## src/rtl/risc_pkg.sv

```systemverilog
// Shared constants and loader state encoding for the 16-bit RISC core.
package risc_pkg;

    localparam int         W   = 16;
    localparam int         AW  = W - 8;
    localparam logic [7:0] HDR = 8'hA5;

    typedef enum logic [2:0] {
        IDLE  = 3'd0,
        LEN   = 3'd1,
        HI    = 3'd2,
        LO    = 3'd3,
        WRITE = 3'd4,
        CSUM  = 3'd5,
        DONE  = 3'd6,
        ERR   = 3'd7
    } ld_state_e;

endpackage

```

## src/rtl/risc_prog_loader_csum.sv

```systemverilog
// Running XOR of the frame's data bytes; clear wins over enable.
module risc_prog_loader_csum (
    input  logic       clk,
    input  logic       reset,
    input  logic       clr,
    input  logic       en,
    input  logic [7:0] din,
    output logic [7:0] sum
);

    // Accumulate one byte per enabled cycle.
    always_ff @(posedge clk) begin
        if (reset || clr) begin
            sum <= 8'h00;
        end else if (en) begin
            sum <= sum ^ din;
        end
    end

endmodule

```

## src/rtl/risc_prog_loader.sv

```systemverilog
// Byte-stream program loader: parses HDR/LEN/data/checksum frames, writes the
// instruction RAM one word at a time and holds the core in reset until a
// verified image is in place.
module risc_prog_loader #(
    parameter int         W   = 16,
    parameter int         AW  = W - 8,
    parameter logic [7:0] HDR = 8'hA5
) (
    input  logic          clk,
    input  logic          reset,
    input  logic          in_valid,
    input  logic [7:0]    in_byte,
    output logic          in_ready,
    output logic          imem_we,
    output logic [AW-1:0] imem_addr,
    output logic [W-1:0]  imem_wdata,
    output logic          cpu_reset,
    output logic          done,
    output logic          err,
    output logic [AW:0]   word_count
);

    import risc_pkg::*;

    ld_state_e     state_q, state_d;
    logic          xfer;
    logic          csum_clr, csum_en;
    logic [7:0]    csum;
    logic [7:0]    hi_q;
    logic [AW-1:0] addr_q;
    logic [AW:0]   rem_q;

    // WRITE is the only cycle the loader stalls the source.
    assign in_ready = (state_q != WRITE);
    assign xfer     = in_valid && in_ready;

    risc_prog_loader_csum u_csum (
        .clk   (clk),
        .reset (reset),
        .clr   (csum_clr),
        .en    (csum_en),
        .din   (in_byte),
        .sum   (csum)
    );

    // State register.
    always_ff @(posedge clk) begin
        if (reset) begin
            state_q <= IDLE;
        end else begin
            state_q <= state_d;
        end
    end

    // Next-state decode and checksum control.
    always_comb begin
        state_d  = state_q;
        csum_clr = 1'b0;
        csum_en  = 1'b0;
        case (state_q)
            IDLE: begin
                if (xfer && in_byte == HDR) state_d = LEN;
            end
            LEN: begin
                if (xfer) begin
                    csum_clr = 1'b1;
                    state_d  = HI;
                end
            end
            HI: begin
                if (xfer) begin
                    csum_en = 1'b1;
                    state_d = LO;
                end
            end
            LO: begin
                if (xfer) begin
                    csum_en = 1'b1;
                    state_d = WRITE;
                end
            end
            WRITE: begin
                // rem_q was already decremented when the low byte arrived.
                state_d = (rem_q == '0) ? CSUM : HI;
            end
            CSUM: begin
                if (xfer) state_d = (in_byte == csum) ? DONE : ERR;
            end
            DONE, ERR: begin
                if (xfer && in_byte == HDR) state_d = LEN;
            end
            default: state_d = IDLE;
        endcase
    end

    // Frame datapath: length, address, word assembly and word counter.
    always_ff @(posedge clk) begin
        if (reset) begin
            hi_q       <= 8'h00;
            addr_q     <= '0;
            rem_q      <= '0;
            word_count <= '0;
            imem_addr  <= '0;
            imem_wdata <= '0;
        end else begin
            case (state_q)
                LEN: begin
                    if (xfer) begin
                        // A length byte of zero encodes a full 2^AW-word image.
                        rem_q      <= (in_byte == 8'h00) ? {1'b1, {AW{1'b0}}}
                                                         : (AW+1)'(in_byte);
                        addr_q     <= '0;
                        word_count <= '0;
                    end
                end
                HI: begin
                    if (xfer) hi_q <= in_byte;
                end
                LO: begin
                    if (xfer) begin
                        imem_wdata <= W'({hi_q, in_byte});
                        imem_addr  <= addr_q;
                        rem_q      <= rem_q - (AW+1)'(1);
                    end
                end
                WRITE: begin
                    addr_q     <= addr_q + AW'(1);
                    word_count <= word_count + (AW+1)'(1);
                end
                default: ;
            endcase
        end
    end

    // Registered status outputs, decoded from the next state so they line up
    // with the state register and never glitch.
    always_ff @(posedge clk) begin
        if (reset) begin
            imem_we   <= 1'b0;
            cpu_reset <= 1'b1;
            done      <= 1'b0;
            err       <= 1'b0;
        end else begin
            imem_we   <= (state_d == WRITE);
            cpu_reset <= (state_d != DONE);
            done      <= (state_d == DONE);
            err       <= (state_d == ERR);
        end
    end

endmodule

```

## config.mk

```make
export PLATFORM = sky130hd
export DESIGN_NAME = risc_prog_loader
export DESIGN_NICKNAME = d
export VERILOG_FILES = /design/src/rtl/risc_pkg.sv /design/src/rtl/risc_prog_loader_csum.sv /design/src/rtl/risc_prog_loader.sv
export SDC_FILE = /design/constraint.sdc
export NUM_CORES = 1
export LEC_CHECK = 0
export CORE_MARGIN = 4
export CORE_UTILIZATION = 25
export DETAILED_ROUTE_END_ITERATION = 7
export PLACE_DENSITY = 0.45
export SLEW_MARGIN = 20
export SYNTH_ARGS = -nofsm -noshare
export SYNTH_HDL_FRONTEND = slang
export SYNTH_HIERARCHICAL = 1
export SYNTH_SLANG_ARGS = --single-unit
```

## constraint.sdc

```tcl
create_clock -name clk -period 1.6 [get_ports clk]
set_input_delay 0.24 -clock clk [delete_from_list [all_inputs] [get_ports clk]]
set_output_delay 0.24 -clock clk [all_outputs]
set_load 0.005 [all_outputs]
```

# == Word level (Yosys, flattened, before mapping) ==
# Cells that the tools add are included.
# classes
addsub,3
n_bitwise,1
n_eq_ne,16
muxes,19
n_reduce_logical,14
# op_table
op,n
9-bit 2-to-1 mux,4
9-bit one-hot mux with 2 select lines,2
3-bit == test (second input constant),7
3-bit 2-to-1 mux,6
3-bit one-hot mux with 6 select lines,1
8-bit one-hot mux with 2 select lines,1
9-bit by 1-bit adder with 9-bit output (second input constant),1
9-bit zero test,1
9-bit by 1-bit subtractor with 9-bit output (second input constant),1
8-bit by 1-bit adder with 8-bit output (second input constant),1
8-bit == test,1
8-bit == test (second input constant),1
8-bit zero test,1
8-bit 2-to-1 mux,1
8-bit XOR,1
3-bit by 2-bit == test with 1-bit output (second input constant),2
3-bit != test (second input constant),2
2-bit AND reduction,3
1-bit 2-to-1 mux,4
2-bit != test (second input constant),2
2-bit nonzero test,2
3-bit by 1-bit == test with 1-bit output (second input constant),1
3-bit zero test,1
3-bit AND reduction,1
4 further kinds,5
# totals
reg_bits,73
word_cells,65
out_inout_bits,38

# == Logic depth before layout (Yosys ltp) ==
# logic_depth
ltp_word,6
depth_mapped,8
mapped_depth_nobuf,7

# == Modules after synthesis ==
# The synthesis kept the hierarchy.
# modules_own_cells
module,area_each_um2,cells_each,seq_area_each_um2,instances
risc_prog_loader,2985.4,369,1301.2,1
risc_prog_loader_csum,385.4,36,160.2,1

# == Least setup slack after synthesis ==
# Ideal clock, no wire load.
# synth_path
path_kind,register -> register
startpoint,register state_q[0]
endpoint,register addr_q[7]
path_buffers,1
setup_time_ns,0.065
slack_ns,0.120
arrival_ns,1.415
stages_incl_launch_ff,8
period_less_slack_ns,1.480
cell_sequence,dfxtp_1 -> buf_2 -> nor3b_4 -> inv_2 -> nor3_4 -> nand3_1 -> mux2_1 -> nor2_1
# synth_between
elab_chain_cells,4
# synth_lines
element,line_no,text
start: declaration,risc_prog_loader.sv:25,"ld_state_e state_q, state_d;"
start signal: assignment,risc_prog_loader.sv:51,state_q <= state_d;
3-bit != test,risc_prog_loader.sv:34,assign in_ready = (state_q != WRITE);
1-bit logical AND,risc_prog_loader.sv:35,assign xfer = in_valid && in_ready;
2-bit != test (no source line),n/a,
2-bit AND reduction (no source line),n/a,
end signal: assignment,risc_prog_loader.sv:127,addr_q <= addr_q + AW'(1);
end: declaration,risc_prog_loader.sv:30,logic [AW-1:0] addr_q;
# Several ways; a longest one is shown, not always the timed one.
# A chain may end at the register's enable or synchronous reset.

# == Worst setup path after layout ==
# layout_path
startpoint,register word_count[4]
endpoint,output port word_count[4]
# layout_rtl
element,line_no,text
start: declaration,risc_prog_loader.sv:20,output logic [AW:0] word_count
start signal: assignment,risc_prog_loader.sv:128,word_count <= word_count + (AW+1)'(1);
# No word-level cell between the ends.

==> impl_metrics.yaml <==
status:
  outcome: "completed"
sta:
  timing.fmax_mhz: 649
  rsz0062_at_grt: "true"
  finalSetupViolCount: 0
  tightest_slew_ns: 0.358
  worst_slack_ns: 0.0586
  finClkSkew_ns: 0.00534
  finalCritPeriodShare_pct: 96.3
  drv_slew: 0
  hold_viol_final: 0
  fin_crit_ns: 1.54
  max_slew_margin_pct: 76.1
worst_setup_path:
  reg2reg_setup_slack_ns: 0.08
  regToRegStartpoint: "rem_q[0]$_SDFFE_PP0P_"
  cp.required_ns: 1.36
  critPathLaunchType: "flop"
  worst_r2r_endpoint: "rem_q[5]$_SDFFE_PP0P_"
  slowest_stage: "clkdlybuf4s50_1"
  path_max_fanout: 7
  max_stage_delay_ns: 0.54
  path_class: "reg2out"
  cp.arrival_ns: 1.30
  path_delay_family: "buffers and inverters"
  reg2regPathDepth: 6
  cp_num_buf_inv: 1
  worstPathCellList: "clkdlybuf4s50_1"
  endpoint_kind: "output pin"
global_route:
  grt_first_pass_wirelength_um: 15200
  grt_pass1_vias: 3025
  grt-ovfl-total: 0
  antenna_found_initial: 0
  grt_max_degree: 27
  track_usage_pct: 12.7
routing:
  drc: 0
  vias_per_cell: 4.56
  postRouteWirelength_um: 9270
  routedWlPerCell_um: 13.6
  drt_pass1_iterations: 4
  route.vias.total: 3107
  drt_iter0_markers: 166
  ant_nets: 0
floorplan:
  die_x_um: 124
  pin_count: 49
  rows: 42
  initial_core_util_pct: 25.5
  die_area_um2: 15400
  die_h_um: 124
  core-area_um2: 13200
finish:
  nNetsFinal: 516
  final_util_pct: 36.6
  area_delta_synth_final_pct: 43.7
  diodes: 0
  fill_cells: 1433
  drive_gt1_share_pct: 23.1
synth:
  syn_area_um2: 3370
  synth_cell_types: 54
  synthFlopType: "dfxtp_1"
  async_flop_share_pct: 0
  avgSynthCellArea_um2: 8.32
  synth_warnings: 6
  synthesis.nets: 420
  synth-edff-count: 0
  synth_seq_cells: 73
  synth_seq_area_share_pct: 43.4
  synthCells: 405
power_and_ir_drop:
  power_density_nw_per_um2: 906
  power_frac_comb_pct: 11.5
  power_switching_w: 0.00109
  irDropWorstVdd_v: 0.000729
  power_frac_clock_pct: 45.8
  p_leak_nw: 1.77
  p_int_w: 0.00330
  switching_share_pct: 24.8
  seq_power_share_pct: 42.7
clock_tree:
  worstSkewPairLatency_ns: 0.34
  cts_tree: "yes"
  ctsLongestPathBuffers: 2
  cts.htree.levels: 3
  cts_root_buf: "clkbuf_16"
  hold_buffers: 0
  numCtsBuffers: 9
  clkSinkCount: 73
  cts.clk_slew.worst_paths_ns: 0.06
place:
  dp_slack_ns: -0.515
  numPortBuffers: 48
  place_congestion: 0.819
  post-dp-hpwl_um: 6600
worst_hold_path:
  whs_path_depth: 2
  holdCritPathClass: "in2reg"
  hp-start: "reset"
  hold_path_end: "word_count[6]$_SDFFE_PP0P_"
job:
  maxCapViolCount: 0
[worst max-delay path by stage]
| stage | from | end | slack (ns) | depth (start not counted) |
|---|---|---|---|---|
| detailed placement | in_byte[1] | done$_SDFF_PP0_ | -0.51 | 6 |
| global placement | in_byte[1] | done$_SDFF_PP0_ | -0.45 | 6 |
| floorplan | state_q[0]$_SDFF_PP0_ | addr_q[7]$_SDFFE_PP0P_ | 0.12 | 7 |
| global route | rem_q[0]$_SDFFE_PP0P_ | rem_q[7]$_SDFFE_PP0P_ | -0.02 | 5 |
| finish | word_count[4]$_SDFFE_PP0P_ | word_count[4] | 0.06 | 1 |
| CTS | in_byte[5] | cpu_reset$_SDFF_PP1_ | 0.0003 | 7 |
[cells in the final DEF, fill, tap and decap left out, drive strengths merged, types with 3 or more instances in the layout]
cell	n
dfxtp	73
nand2	64
buf	64
a21oi	56
nor2	45
clkdlybuf4s50	37
o21ai	16
nand3b	14
nand3	13
clkbuf	11
mux2i	9
xnor2	9
inv	8
a21bo	8
dlygate4sd2	7
nor3	7
and3	6
nor4	5
nand4	4
a2bb2oi	4
ha	4
nor3b	4
mux2	3
a211oi	3
clkinv	3
[state kept, by name (all words and copies together), names as in the netlist]
| signal | cells |
|---|---|
| u_csum/sum | 8 |
| rem_q | 9 |
| done | 1 |
| imem_addr | 8 |
| err | 1 |
| imem_wdata | 16 |
| hi_q | 8 |
| addr_q | 8 |
| imem_we | 1 |
| state_q | 3 |
| word_count | 9 |
| cpu_reset | 1 |
[cell families (layout without fill, tap and decap cells)]
kind of cell / Yosys count / count (layout) / share of synthesized area (%)
and+or+nand+nor: 176 / 176 / 27.0
AOI/OAI and AO/OA: 97 / 97 / 17.4
DFF: 73 / 73 / 43.4
buffers and inverters: 34 / 135 / 4.79
muxes: 12 / 12 / 3.67
xor gates and xnor gates: 9 / 9 / 2.34
adders and majority gates: 4 / 4 / 1.48
[cell type report]
class | count | area, um2 | share of cell area (%)
Clock buffer | 11 | 233 | 4.80
Clock inverter | 5 | 56.3 | 1.16
Inverter | 8 | 30.0 | 0.620
Multi-Input combinational cell | 298 | 1830 | 37.8
Sequential cell | 73 | 1480 | 30.4
Tap cell | 176 | 220 | 4.55
Timing Repair Buffer | 111 | 998 | 20.6
[cells in the mapped netlist (all sizes together), types with 2 or more instances]
| cell | number | area [um2] |
|---|---|---|
| dfxtp | 73 | 1460 |
| nand2 | 64 | 240 |
| a21oi | 56 | 288 |
| nor2 | 45 | 174 |
| o21ai | 16 | 80.1 |
| buf | 14 | 86.3 |
| nand3b | 14 | 105 |
| nand3 | 13 | 65.1 |
| clkbuf | 12 | 45.0 |
| mux2i | 9 | 90.1 |
| xnor2 | 9 | 78.8 |
| a21bo | 8 | 80.1 |
| inv | 8 | 30.0 |
| nor3 | 7 | 57.6 |
| and3 | 6 | 37.5 |
| nor4 | 5 | 46.3 |
| a2bb2oi | 4 | 35.0 |
| ha | 4 | 50.1 |
| nand4 | 4 | 25.0 |
| nor3b | 4 | 46.3 |
| a211oi | 3 | 22.5 |
| mux2 | 3 | 33.8 |
| a22oi | 2 | 15.0 |
| and2 | 2 | 12.5 |
| and3b | 2 | 17.5 |
| nand2b | 2 | 12.5 |
| or2 | 2 | 12.5 |
[what timing repair did]
action	CTS	global route
pin swaps	8	5
setup buffers	3	5
resized for setup	20	17
setup endpoints to repair	37	27
[metal layers]
metal / up-vias / global-route usage [%] / part of all wire (%)
met5: - / 0 / 0
met4: 0 / 6.37 / 2.4
met3: 15 / 2.72 / 4.4
met2: 67 / 20.1 / 44
met1: 1427 / 16.2 / 49
li1: 1598 / - / -
[metrics by stage]
step                      power [W]  setup TNS (ns)  instances  hold slack [ns]  cell area (um2)
after floorplan             0.00217               0        405            0.376             3370
after global placement      0.00238          -14.01        659            0.441             4410
after detailed placement    0.00239          -15.47        659            0.449             4410
after CTS                   0.00444               0        678            0.260             4750
after global routing        0.00455         -0.0621        682            0.277             4840
final                       0.00439               0        682            0.268             4840
[power by group through the flow]
stage	combinational (W)	sequential (W)	clock, W
after floorplan	0.000267	0.00190	0
final	0.000507	0.00187	0.00201
after global routing	0.000557	0.00187	0.00212
after global placement	0.000462	0.00192	0
after CTS	0.000486	0.00188	0.00208
after detailed placement	0.000465	0.00192	0
Power figures use the tool's default switching activity.
